### src/rtl/wb_queue.sv
`default_nettype none
// ============================================================================
//  Module   : wb_queue
//  Purpose  : In-order write-back queue that sits directly in front of the
//             register-file write port. Requests are accepted by a
//             valid/ready handshake. Requests that target register 0 are
//             accepted but dropped. The head entry is presented on the write
//             port and is popped on every edge. Pending entries are snooped
//             against the two read ports to flag read-after-write hazards.
//  Ports    : clock            - sole clock, rising edge
//             ctrl_reset       - asynchronous active-low reset
//             in_valid/ready   - request handshake
//             in_reg/in_data   - request register index / data
//             ctrl_writeEnable - register-file write strobe (queue not empty)
//             ctrl_writeReg    - head entry register index (0 when empty)
//             data_writeReg    - head entry data (0 when empty)
//             ctrl_readRegA/B  - register-file read indices being snooped
//             hazardA/B        - a queued write targets readRegA/B
//             count            - number of valid entries
//  Revision : 1.0 - initial release
// ============================================================================
module wb_queue #(
  parameter int DEPTH = 4
) (
  input  logic                       clock,
  input  logic                       ctrl_reset,
  input  logic                       in_valid,
  output logic                       in_ready,
  input  logic [4:0]                 in_reg,
  input  logic [31:0]                in_data,
  output logic                       ctrl_writeEnable,
  output logic [4:0]                 ctrl_writeReg,
  output logic [31:0]                data_writeReg,
  input  logic [4:0]                 ctrl_readRegA,
  input  logic [4:0]                 ctrl_readRegB,
  output logic                       hazardA,
  output logic                       hazardB,
  output logic [$clog2(DEPTH):0]     count
);

  localparam int              c_PTR_W = $clog2(DEPTH);
  localparam int              c_CNT_W = c_PTR_W + 1;
  localparam logic [c_CNT_W-1:0] c_FULL = c_CNT_W'(DEPTH);

  logic [4:0]          reg_q  [DEPTH];
  logic [31:0]         data_q [DEPTH];
  logic [DEPTH-1:0]    valid_q, valid_d;
  logic [c_PTR_W-1:0]  wr_ptr_q, wr_ptr_d;
  logic [c_PTR_W-1:0]  rd_ptr_q, rd_ptr_d;
  logic [c_CNT_W-1:0]  count_q, count_d;

  logic w_accept;
  logic w_push;
  logic w_pop;
  logic w_hazard_a;
  logic w_hazard_b;

  // Ready depends on state only, never on in_valid.
  assign in_ready = (count_q != c_FULL);
  assign w_accept = in_valid & in_ready;
  // Register 0 is hard-wired: the handshake completes but nothing is stored.
  assign w_push   = w_accept & (in_reg != 5'd0);
  // The register file always takes the head entry.
  assign w_pop    = (count_q != '0);

  always_comb begin
    valid_d  = valid_q;
    wr_ptr_d = wr_ptr_q;
    rd_ptr_d = rd_ptr_q;
    count_d  = count_q;
    if (w_pop) begin
      valid_d[rd_ptr_q] = 1'b0;
      rd_ptr_d          = rd_ptr_q + c_PTR_W'(1);
    end
    if (w_push) begin
      valid_d[wr_ptr_q] = 1'b1;
      wr_ptr_d          = wr_ptr_q + c_PTR_W'(1);
    end
    unique case ({w_push, w_pop})
      2'b10:   count_d = count_q + c_CNT_W'(1);
      2'b01:   count_d = count_q - c_CNT_W'(1);
      default: count_d = count_q;
    endcase
  end

  always_ff @(posedge clock or negedge ctrl_reset) begin
    if (!ctrl_reset) begin
      valid_q  <= '0;
      wr_ptr_q <= '0;
      rd_ptr_q <= '0;
      count_q  <= '0;
      for (int i = 0; i < DEPTH; i++) begin
        reg_q[i]  <= '0;
        data_q[i] <= '0;
      end
    end else begin
      valid_q  <= valid_d;
      wr_ptr_q <= wr_ptr_d;
      rd_ptr_q <= rd_ptr_d;
      count_q  <= count_d;
      if (w_push) begin
        reg_q[wr_ptr_q]  <= in_reg;
        data_q[wr_ptr_q] <= in_data;
      end
    end
  end

  // Stale storage survives a pop, so the write port is gated by occupancy.
  assign ctrl_writeEnable = w_pop;
  assign ctrl_writeReg    = w_pop ? reg_q[rd_ptr_q]  : 5'd0;
  assign data_writeReg    = w_pop ? data_q[rd_ptr_q] : 32'd0;
  assign count            = count_q;

  // Hazard snoop across every valid entry, head included.
  always_comb begin
    w_hazard_a = 1'b0;
    w_hazard_b = 1'b0;
    for (int i = 0; i < DEPTH; i++) begin
      if (valid_q[i] && (reg_q[i] == ctrl_readRegA)) w_hazard_a = 1'b1;
      if (valid_q[i] && (reg_q[i] == ctrl_readRegB)) w_hazard_b = 1'b1;
    end
  end

  assign hazardA = w_hazard_a & (ctrl_readRegA != 5'd0);
  assign hazardB = w_hazard_b & (ctrl_readRegB != 5'd0);

endmodule
`default_nettype wire
### config.mk
export PLATFORM = sky130hd
export DESIGN_NAME = wb_queue
export DESIGN_NICKNAME = d
export VERILOG_FILES = /design/src/rtl/wb_queue.sv
export SDC_FILE = /design/constraint.sdc
export NUM_CORES = 1
export LEC_CHECK = 0
export CAP_MARGIN = 20
export CORE_MARGIN = 8
export CORE_UTILIZATION = 30
export CTS_CLUSTER_SIZE = 30
export DETAILED_ROUTE_END_ITERATION = 10
export DONT_BUFFER_PORTS = 1
export HOLD_SLACK_MARGIN = 0.06
export MAX_ROUTING_LAYER = met4
export PLACE_DENSITY = 0.43
export SETUP_SLACK_MARGIN = 0.2
export SLEW_MARGIN = 40
export SYNTH_ARGS = -nofsm -noshare
export SYNTH_HDL_FRONTEND = slang
export SYNTH_SLANG_ARGS = --single-unit
### constraint.sdc
create_clock -name clock -period 3.4 [get_ports clock]
set_input_delay 0.34 -clock clock [delete_from_list [all_inputs] [get_ports clock]]
set_output_delay 0.34 -clock clock [all_outputs]
set_load 0.01 [all_outputs]
==> results of run 1 <==
-- sequential cells by signal, indices dropped and copies added (netlist names) --
name,flops
data_q,128
reg_q,20
valid_q,4
wr_ptr_q,2
rd_ptr_q,2
count,3
-- layer usage --
metal | vias up | track usage
met5 | - | -
met4 | 0 | 0.0462
met3 | 26 | 0.0259
met2 | 89 | 0.198
met1 | 2365 | 0.162
li1 | 1948 | -
-- final cells by class --
cell class	count	area [sq um]	area share
diodes	3	7.51	0.000802
well taps	341	427	0.0456
clock buffers	19	453	0.0484
inverters	8	30.0	0.00321
flip-flops and latches	159	3980	0.426
repair buffers	46	500	0.0535
multi-input cells	325	3830	0.409
clock inverters	13	128	0.0136
-- per-stage QoR --
stage | total power [mW] | worst slack [ps] | instances
finish | 9.73 | 762 | 914
global route | 10.4 | 608 | 914
CTS | 9.93 | 671 | 911
detailed placement | 7.94 | 832 | 842
global placement | 7.84 | 859 | 842
floorplan | 7.05 | 1100 | 532
-- final timing paths --
check | from | end | cells after the start
setup / recovery | rd_ptr_q[0] | data_writeReg[4] | 3
hold / removal | ctrl_reset | data_q[29] | 0
setup reg to reg | count[0] | count[2] | 10
hold reg to reg | data_q[40] | data_q[40] | 1
max in group asynchronous | ctrl_reset | data_q[102] | 0
min in group clock | in_valid | wr_ptr_q[0] | 2
-- synth_stat cells (all sizes together) (9+ instances only) --
cell | number | share of area
dfrtp | 159 | 0.48
mux2 | 148 | 0.24
and2 | 37 | 0.028
mux4 | 37 | 0.10
xor2 | 34 | 0.036
buf | 22 | 0.037
clkbuf | 18 | 0.0082
nand2 | 18 | 0.012
xnor2 | 11 | 0.012
ha | 9 | 0.014
nand3 | 9 | 0.0055
-- report_power, final --
| group | internal (mW) | switching (mW) | total [mW] |
|---|---|---|---|
| Sequential | 2.88 | 0.787 | 3.67 |
| Combinational | 2.49 | 1.70 | 4.19 |
| Clock | 1.06 | 0.814 | 1.88 |
-- cells by family after synthesis --
kind of cell    synth area share
compound gates           0.00427
flops                      0.485
buf+inv                   0.0491
fa+ha+maj                 0.0162
simple gates              0.0572
xor+xnor                  0.0480
mux                        0.341
-- worst reg2reg max path: stages (launching register included) --
cell and delay (ps):
dfrtp_1 450, inv_1 130, nand3_1 190, o211a_1 360
inv_1 120, ha_1 190, inv_1 60, fa_1 370
xor2_1 150, nor2_1 110, xor2_1 160
==> flow_metrics.env, run 1 <==
export IMPL_hold_class="in2async"
export IMPL_seq_area_frac_synth=0.485
export IMPL_grt_overflow=0
export IMPL_fin_hold_ws_ps=-402
export IMPL_tns_ps=0
export IMPL_crit_required_ps=3060
export IMPL_initial_core_util=0.305
export IMPL_fmax_ghz=0.379
export IMPL_die_x_microns=181
export IMPL_finalClockSkew_ps=10.9
export IMPL_cap_violations=0
export IMPL_syn_area_per_cell_sq_um=15.4
export IMPL_fillers=2623
export IMPL_rrSetupSlack_ps=1040
export IMPL_power_leakage_nw=4.16
export IMPL_period_minus_slack_ps=2640
export IMPL_dp_hpwl_microns=12400
export IMPL_crit_family="flip-flops"
export IMPL_peakVddDrop_v=0.000357
export IMPL_slew_violations=0
export IMPL_rsz0062_at_grt="no"
export IMPL_ys_types=28
export IMPL_grt_pass1_wl_microns=31000
export IMPL_wl_met3_microns=636
export IMPL_ctsResizeCount=0
export IMPL_highest_layer="met4"
export IMPL_synth_warnings=0
export IMPL_post_dp_cell_area_sq_mm=0.00840
export IMPL_cp_slowest_stage_delay_ps=790
export IMPL_grt_max_degree=160
export IMPL_synth_main_ff_cell="dfrtp_1"
export IMPL_outcome="finished, violations left"
export IMPL_layout_commonest_cell="dfrtp_1"
export IMPL_post_cts_setup_buffers=0
export IMPL_endpoint_kind="output port"
export IMPL_power_density_mw_per_mm2=1040
export IMPL_grt_pass1_vias=4973
export IMPL_place_gp_congestion=0.862
export IMPL_drive_gt1_frac=0.409
export IMPL_num_rows=60
export IMPL_core_sq_mm=0.0269
export IMPL_synth_edf_count=0
export IMPL_crit_arrival_ps=2300
export IMPL_die_area_sq_mm=0.0329
export IMPL_fin_crit_sh=0.776
export IMPL_track_usage=0.127
export IMPL_fin_util=0.348
export IMPL_worst_path_max_fanout=23
export IMPL_netlist_area_sq_mm=0.00821
export IMPL_clkSinkCount=159
export IMPL_critPathBufInv=1
export IMPL_port_buffers=0
export IMPL_drc_errors=0
export IMPL_ys_seq_elements=159
export IMPL_slew_headroom=0.627
export IMPL_via_per_inst=4.84
export IMPL_clkTransAtPathRegs_ps=70
export IMPL_hold_violations=159
export IMPL_wl_per_cell_microns=21.1
export IMPL_wl_microns=19300
export IMPL_critPathSlowestCell="dfrtp_4"
export IMPL_postLayoutCellArea_sq_mm=0.00936
export IMPL_vias=4428
export IMPL_syn_nets=592
export IMPL_clkLatencyLatePin_ps=430
export IMPL_grt_antenna_before_repair=3
export IMPL_worstPathCellList="buf_12, mux4_2, and2_1"
export IMPL_fp_dieH_microns=181
export IMPL_cts_tree="built"
export IMPL_netlist_instances=532
export IMPL_worstSetupPathType="reg2out"
export IMPL_first_pass_iters=4
export IMPL_setup_viol=0
export IMPL_antenna_left=0
export IMPL_violations="hold timing"
export IMPL_cts_hold_buf=37
export IMPL_async_reset_ff_frac=1.00
export IMPL_area_growth_pct=14.0
export IMPL_htree_levels=4
export IMPL_cts_root_buf="clkbuf_16"
export IMPL_layout_nets=617
export IMPL_cts_inserted_buffers=17
export IMPL_met2_length_microns=9440
export IMPL_ios=94
export IMPL_wl_met1_microns=8880
export IMPL_worstSetupStartpointType="flip-flop"
export IMPL_drt_initial_drc_count=238
export IMPL_clockBufferDepth=2
export IMPL_final_cell_mix="157 x dfrtp_1, 76 x mux2_4, 72 x mux2_2"
export IMPL_worst_slew_pin_slew_ps=560
Power figures use the tool's default switching activity.
==> run 2, diff against run 1 <==
--- a/config.mk
+++ b/config.mk
@@ -5,6 +5,7 @@
 export SDC_FILE = /design/constraint.sdc
 export NUM_CORES = 1
 export LEC_CHECK = 0
+export ABC_AREA = 1
 export CAP_MARGIN = 20
 export CORE_MARGIN = 8
 export CORE_UTILIZATION = 30
==> constraint.sdc (replaced) <==
create_clock -name clock -period 2.7 [get_ports clock]
set_input_delay 0.27 -clock clock [delete_from_list [all_inputs] [get_ports clock]]
set_output_delay 0.27 -clock clock [all_outputs]
set_load 0.01 [all_outputs]
==> run 2 against run 1 <==
Compared with the run above:
- the flow still finishes with violations (hold timing)
- count of clock-buffer cells in the layout unchanged
- via count up 59%
- area after synthesis down 0.85%
- setup slack worse by 380 ps
- largest cell class unchanged
- register-to-register slack worse by 460 ps
- sequential cell count unchanged
- wire length up 27%
- clock skew about the same
- critical path type unchanged
- power up 26%
- combinational power up 42%
- sequential power up 11%
==> flow_metrics.env, run 2 <==
export IMPL_outcome="finished, violations left"
export IMPL_violations="hold timing"
export IMPL_netlist_instances=1081
export IMPL_first_pass_iters=5
export IMPL_cts_hold_buf=37
export IMPL_fin_crit_sh=0.858
export IMPL_peakVddDrop_v=0.000478
export IMPL_worstSetupStartpointType="flip-flop"
export IMPL_dp_hpwl_microns=15600
export IMPL_syn_area_per_cell_sq_um=7.53
export IMPL_layout_nets=1189
export IMPL_instances_no_fill=1482
export IMPL_async_reset_ff_frac=1.00
export IMPL_syn_nets=1141
export IMPL_largest_reg_flops=128
export IMPL_power_density_mw_per_mm2=1270
export IMPL_finalClockSkew_ps=11.4
export IMPL_via_per_inst=4.74
export IMPL_worst_path_max_fanout=35
export IMPL_worstSetupPathType="reg2out"
export IMPL_cts_root_buf="clkbuf_16"
export IMPL_cts_tree="built"
export IMPL_regMostFlops="data_q"
export IMPL_synthTopCellsByArea="dfrtp_1 49%, nand2_1 15%, o21ai_0 9.8%"
export IMPL_tns_ps=0
export IMPL_fmax_ghz=0.432
export IMPL_grt_max_degree=160
export IMPL_final_cell_mix="334 x nand2_1, 160 x o21ai_0, 157 x dfrtp_1"
export IMPL_hold_class="in2async"
export IMPL_drt_initial_drc_count=380
export IMPL_die_area_sq_mm=0.0327
export IMPL_endpoint_kind="output port"
export IMPL_vias=7023
export IMPL_clkTransAtPathRegs_ps=60
export IMPL_ios=94
export IMPL_synth_edf_count=0
export IMPL_slew_headroom=0.644
export IMPL_setup_viol=0
export IMPL_initial_core_util=0.304
export IMPL_worst_slew_pin_slew_ps=534
export IMPL_power_leakage_nw=4.57
export IMPL_cap_violations=0
export IMPL_core_sq_mm=0.0268
export IMPL_antenna_left=0
export IMPL_layout_commonest_cell="nand2_1"
export IMPL_place_gp_congestion=0.847
export IMPL_ff2ff_path_depth=7
export IMPL_yosysMostFrequentCell="nand2_1"
export IMPL_wl_per_cell_microns=16.5
export IMPL_fin_hold_ws_ps=-451
export IMPL_grt_pass1_vias=6928
export IMPL_synth_top_area_share=0.489
export IMPL_clockBufferDepth=2
export IMPL_port_buffers=0
export IMPL_grt_antenna_before_repair=1
export IMPL_clkSinkCount=159
export IMPL_crit_required_ps=2430
export IMPL_top_regs="data_q (128), reg_q (20), valid_q (4)"
export IMPL_rrSetupSlack_ps=580
export IMPL_synth_main_ff_cell="dfrtp_1"
export IMPL_drive_gt1_frac=0.0851
export IMPL_wl_microns=24400
export IMPL_drc_errors=0
export IMPL_die_x_microns=181
export IMPL_htree_levels=4
export IMPL_clkLatencyLatePin_ps=420
export IMPL_cts_inserted_buffers=17
export IMPL_netlist_area_sq_mm=0.00814
export IMPL_seq_area_frac_synth=0.489
export IMPL_crit_arrival_ps=2050
export IMPL_area_growth_pct=18.5
export IMPL_hold_violations=159
export IMPL_period_minus_slack_ps=2320
export IMPL_grt_pass1_wl_microns=39500
export IMPL_slew_violations=0
export IMPL_synth_common_cells="334 x nand2_1, 160 x o21ai_0, 159 x dfrtp_1"
export IMPL_placed_cells=1413
export IMPL_track_usage=0.156
export IMPL_grt_overflow=0
export IMPL_ys_seq_elements=159
export IMPL_synth_warnings=0
export IMPL_num_rows=60
export IMPL_ys_types=22
export IMPL_fp_dieH_microns=181
export IMPL_synth_largest_area_cell="dfrtp_1"
export IMPL_rsz0062_at_grt="no"
run 2: changes by cell type after synthesis, moves of 72 or more:
| cell | before | now |
|---|---|---|
| mux2_4 | 76 | 0 |
| nand2_1 | 14 | 334 |
| o21ai_1 | 0 | 72 |
| o21ai_0 | 2 | 160 |
| inv_1 | 8 | 104 |
| mux2_2 | 72 | 0 |
| a21oi_1 | 0 | 113 |
run 2: cell families after synthesis:
group,share of synthesized area
XOR/XNOR,0.00431
AO/OA/AOI/OAI,0.212
AND/OR/NAND/NOR,0.187
flip-flops,0.489
adder cells (fa/ha/maj),0.0163
buffers and inverters,0.0916
run 2: worst paths after layout:
kind                              from                end
hold reg to reg              data_q[5]          data_q[5]
min in group clock            in_valid           reg_q[3]
hold / removal              ctrl_reset         data_q[15]
setup / recovery           rd_ptr_q[0]  data_writeReg[31]
setup reg to reg              count[0]          reg_q[19]
max in group asynchronous   ctrl_reset        rd_ptr_q[1]
run 2: timing repair:
action | in CTS | in global routing
resized for setup | 0 | 2
endpoints found under the hold margin | 307 | 159
setup buffers | 0 | 0
endpoints found under the setup margin | 0 | 3
run 2: routing by layer:
layer	wire length, microns	vias up	global-route usage
met3	954	10	0.0295
met4	189	0	0.0288
met2	11500	138	0.249
li1	-	3566	-
met5	0	-	-
met1	11800	3309	0.205
run 2: final cells by class:
class | count | area (sq um)
Fill cell | 2840 | 17200
Sequential cell | 159 | 3980
Multi-Input combinational cell | 751 | 3440
Timing Repair Buffer | 95 | 866
Clock buffer | 19 | 433
Tap cell | 341 | 427
Inverter | 105 | 397
Clock inverter | 11 | 95.1
Antenna cell | 1 | 2.50
run 2: power by group:
| group | leakage, nW | internal, mW | switching (mW) |
|---|---|---|---|
| clock | 0.255 | 1.25 | 0.998 |
| combinational | 2.35 | 2.27 | 3.66 |
| sequential | 1.96 | 3.53 | 0.568 |
| total | 4.57 | 7.05 | 5.22 |
run 2: worst max-delay path, stage by stage, from the launching register on:
cell,delay [ps]
dfrtp_2,560
buf_4,420
o21ai_0,180
a21oi_1,280
buf_4,180
run 2: per-stage QoR:
stage / worst slack, ps / power, mW / utilization / hold slack [ps] / area [sq um]
floorplan: 566 / 7.82 / - / -25.6 / 8140
global placement: 560 / 10.0 / 0.324 / -14.9 / 8680
detailed placement: 543 / 10.1 / 0.325 / -15.1 / 8710
CTS: 232 / 12.5 / 0.358 / -475 / 9610
global route: 256 / 13.4 / 0.360 / -488 / 9640
finish: 383 / 12.3 / 0.360 / -451 / 9640
==> run 3, diff against run 2 <==
--- a/config.mk
+++ b/config.mk
@@ -14,7 +14,7 @@
 export DONT_BUFFER_PORTS = 1
 export HOLD_SLACK_MARGIN = 0.06
 export MAX_ROUTING_LAYER = met4
-export PLACE_DENSITY = 0.43
+export PLACE_DENSITY_LB_ADDON = 0.3
 export SETUP_SLACK_MARGIN = 0.2
 export SLEW_MARGIN = 40
 export SYNTH_ARGS = -nofsm -noshare
==> run 3 against run 2 <==
Compared with the run above:
- critical endpoint is now data_writeReg[11]
- sequential power about the same
- non-clock buffer count down 2
- critical path depth up 1
- via count up 0.70%
- die area is the same
- clock power is 4% higher
- cell area grew 0.80%
- power is 1.4% higher
- the run still ends with hold timing left
- count of clock-buffer cells in the layout is 2 higher
==> flow_metrics.env, run 3 (synthesis gave the netlist of run 2 again) <==
export IMPL_drt_initial_drc_count=526
export IMPL_outcome="finished, violations left"
export IMPL_slew_headroom=0.586
export IMPL_placed_cells=1411
export IMPL_critPathSlowestCell="dfrtp_4"
export IMPL_fmax_ghz=0.431
export IMPL_clockBufferDepth=2
export IMPL_cts_hold_buf=37
export IMPL_critPathBufInv=3
export IMPL_wl_microns=24100
export IMPL_place_gp_congestion=0.878
export IMPL_worst_slew_pin_slew_ps=620
export IMPL_crit_arrival_ps=2050
export IMPL_regMostFlops="data_q"
export IMPL_grt_max_degree=160
export IMPL_hold_violations=159
export IMPL_fin_hold_ws_ps=-455
export IMPL_fin_util=0.363
export IMPL_cp_slowest_stage_delay_ps=600
export IMPL_clkLatencyLatePin_ps=420
export IMPL_drc_errors=0
export IMPL_layout_setup_ws_ps=378
export IMPL_grt_pass1_wl_microns=39000
export IMPL_port_buffers=0
export IMPL_peakVddDrop_v=0.000560
export IMPL_clkSinkCount=159
export IMPL_pwr_share_clk=0.187
export IMPL_core_sq_mm=0.0268
export IMPL_cts_inserted_buffers=17
export IMPL_ff2ff_path_depth=9
export IMPL_endpoint_kind="output port"
export IMPL_rsz0062_at_grt="no"
export IMPL_internal_power_mw=7.19
export IMPL_fin_crit_sh=0.860
export IMPL_seqPwrFrac=0.330
export IMPL_grt_antenna_before_repair=1
export IMPL_hold_class="in2async"
export IMPL_rrSetupSlack_ps=580
export IMPL_fp_dieH_microns=181
export IMPL_r2r_end="count[2]"
export IMPL_crit_required_ps=2430
export IMPL_period_minus_slack_ps=2320
export IMPL_ios=94
export IMPL_via_per_inst=4.78
export IMPL_finalClockSkew_ps=11.0
export IMPL_first_pass_iters=5
export IMPL_clkTransAtPathRegs_ps=60
export IMPL_post_cts_setup_buffers=0
export IMPL_worstSetupStartpointType="flip-flop"
export IMPL_power_switching_mw=5.25
export IMPL_worstPathCellList="inv_2, buf_4, o21ai_0, a21oi_1, buf_4"
export IMPL_num_rows=60
export IMPL_grt_pass1_vias=6944
export IMPL_layout_nets=1187
export IMPL_grt_overflow=0
export IMPL_postLayoutCellArea_sq_mm=0.00972
export IMPL_worst_path_max_fanout=33
export IMPL_swShare=0.422
export IMPL_worstSetupPathType="reg2out"
export IMPL_antenna_left=0
export IMPL_instances_no_fill=1480
export IMPL_dp_hpwl_microns=15100
export IMPL_top_regs="data_q (128), reg_q (20), valid_q (4)"
export IMPL_power_density_mw_per_mm2=1280
export IMPL_htree_levels=4
export IMPL_layout_commonest_cell="nand2_1"
export IMPL_tns_ps=0
export IMPL_die_x_microns=181
export IMPL_vias=7072
export IMPL_power_leakage_nw=4.60
export IMPL_setup_viol=0
export IMPL_pre_cts_ws_ps=530
export IMPL_die_area_sq_mm=0.0327
export IMPL_power_frac_comb=0.482
export IMPL_track_usage=0.153
export IMPL_initial_core_util=0.304
export IMPL_area_growth_pct=19.4
export IMPL_cts_tree="built"
export IMPL_wl_per_cell_microns=16.3
export IMPL_largest_reg_flops=128
export IMPL_cts_root_buf="clkbuf_16"
export IMPL_cap_violations=0
export IMPL_drive_gt1_frac=0.0844
export IMPL_violations="hold timing"
export IMPL_slew_violations=0
export IMPL_final_cell_mix="334 x nand2_1, 160 x o21ai_0, 158 x dfrtp_1"
export IMPL_worstReg2RegStart="count[1]"
export IMPL_crit_family="buffers and inverters"
export IMPL_cp_common_cell="buf_4"
export IMPL_post_dp_cell_area_sq_mm=0.00876
## run 3: cell count changes in the layout (fill, tap and decap cells not counted), moves of 2 or more
cell and delta:
clkbuf_1 -2, clkinv_2 -2, buf_12 +2, dfrtp_2 -2, clkbuf_8 +4, buf_4 -7
## run 3: power groups by stage
stage / Sequential [mW] / Clock [mW] / Combinational, mW
6_report: 4.11 / 2.33 / 6.00
5_1_grt: 4.25 / 2.49 / 6.83
2_1_floorplan: 3.94 / 0 / 3.88
4_1_cts: 4.11 / 2.40 / 6.09
3_5_place_dp: 4.15 / 0 / 6.00
3_3_place_gp: 4.12 / 0 / 5.84
## run 3: through the flow
| step | power [mW] | hold WS (ps) |
|---|---|---|
| 2_1_floorplan | 7.82 | -25.6 |
| 4_1_cts | 12.6 | -469 |
| 3_3_place_gp | 9.96 | -12.8 |
| 6_report | 12.4 | -455 |
| 5_1_grt | 13.6 | -479 |
| 3_5_place_dp | 10.1 | -13.1 |
## run 3: how the worst max path moves through the flow
stage	from	end	slack [ps]	cells after the start
finish	rd_ptr_q[0]	data_writeReg[11]	380	5
global route	rd_ptr_q[0]	data_writeReg[11]	250	5
CTS	rd_ptr_q[0]	data_writeReg[12]	290	6
detailed placement	count[0]	data_q[87]	530	7
global placement	count[0]	reg_q[4]	520	5
floorplan	count[0]	count[2]	570	11
## run 3: cell type report
cell class	instances	area, sq um
inverter	105	394
timing repair buffer	93	907
fill	2825	17100
sequential	159	3980
multi-input combinational	751	3440
clock inverter	9	85.1
tap	341	427
clock buffer	21	480
antenna	1	2.50
## run 3: per-layer routing
layer	routed length (microns)	global-route usage	vias up
met5	0	-	-
met4	201	0.0370	0
met3	1220	0.0309	18
met2	10900	0.234	174
met1	11800	0.206	3311
li1	-	-	3569
## run 3: timing repair
action                                 in CTS  in global routing
gates resized for setup                     0                  2
setup endpoints to repair                   0                  8
endpoints found under the hold margin     307                159
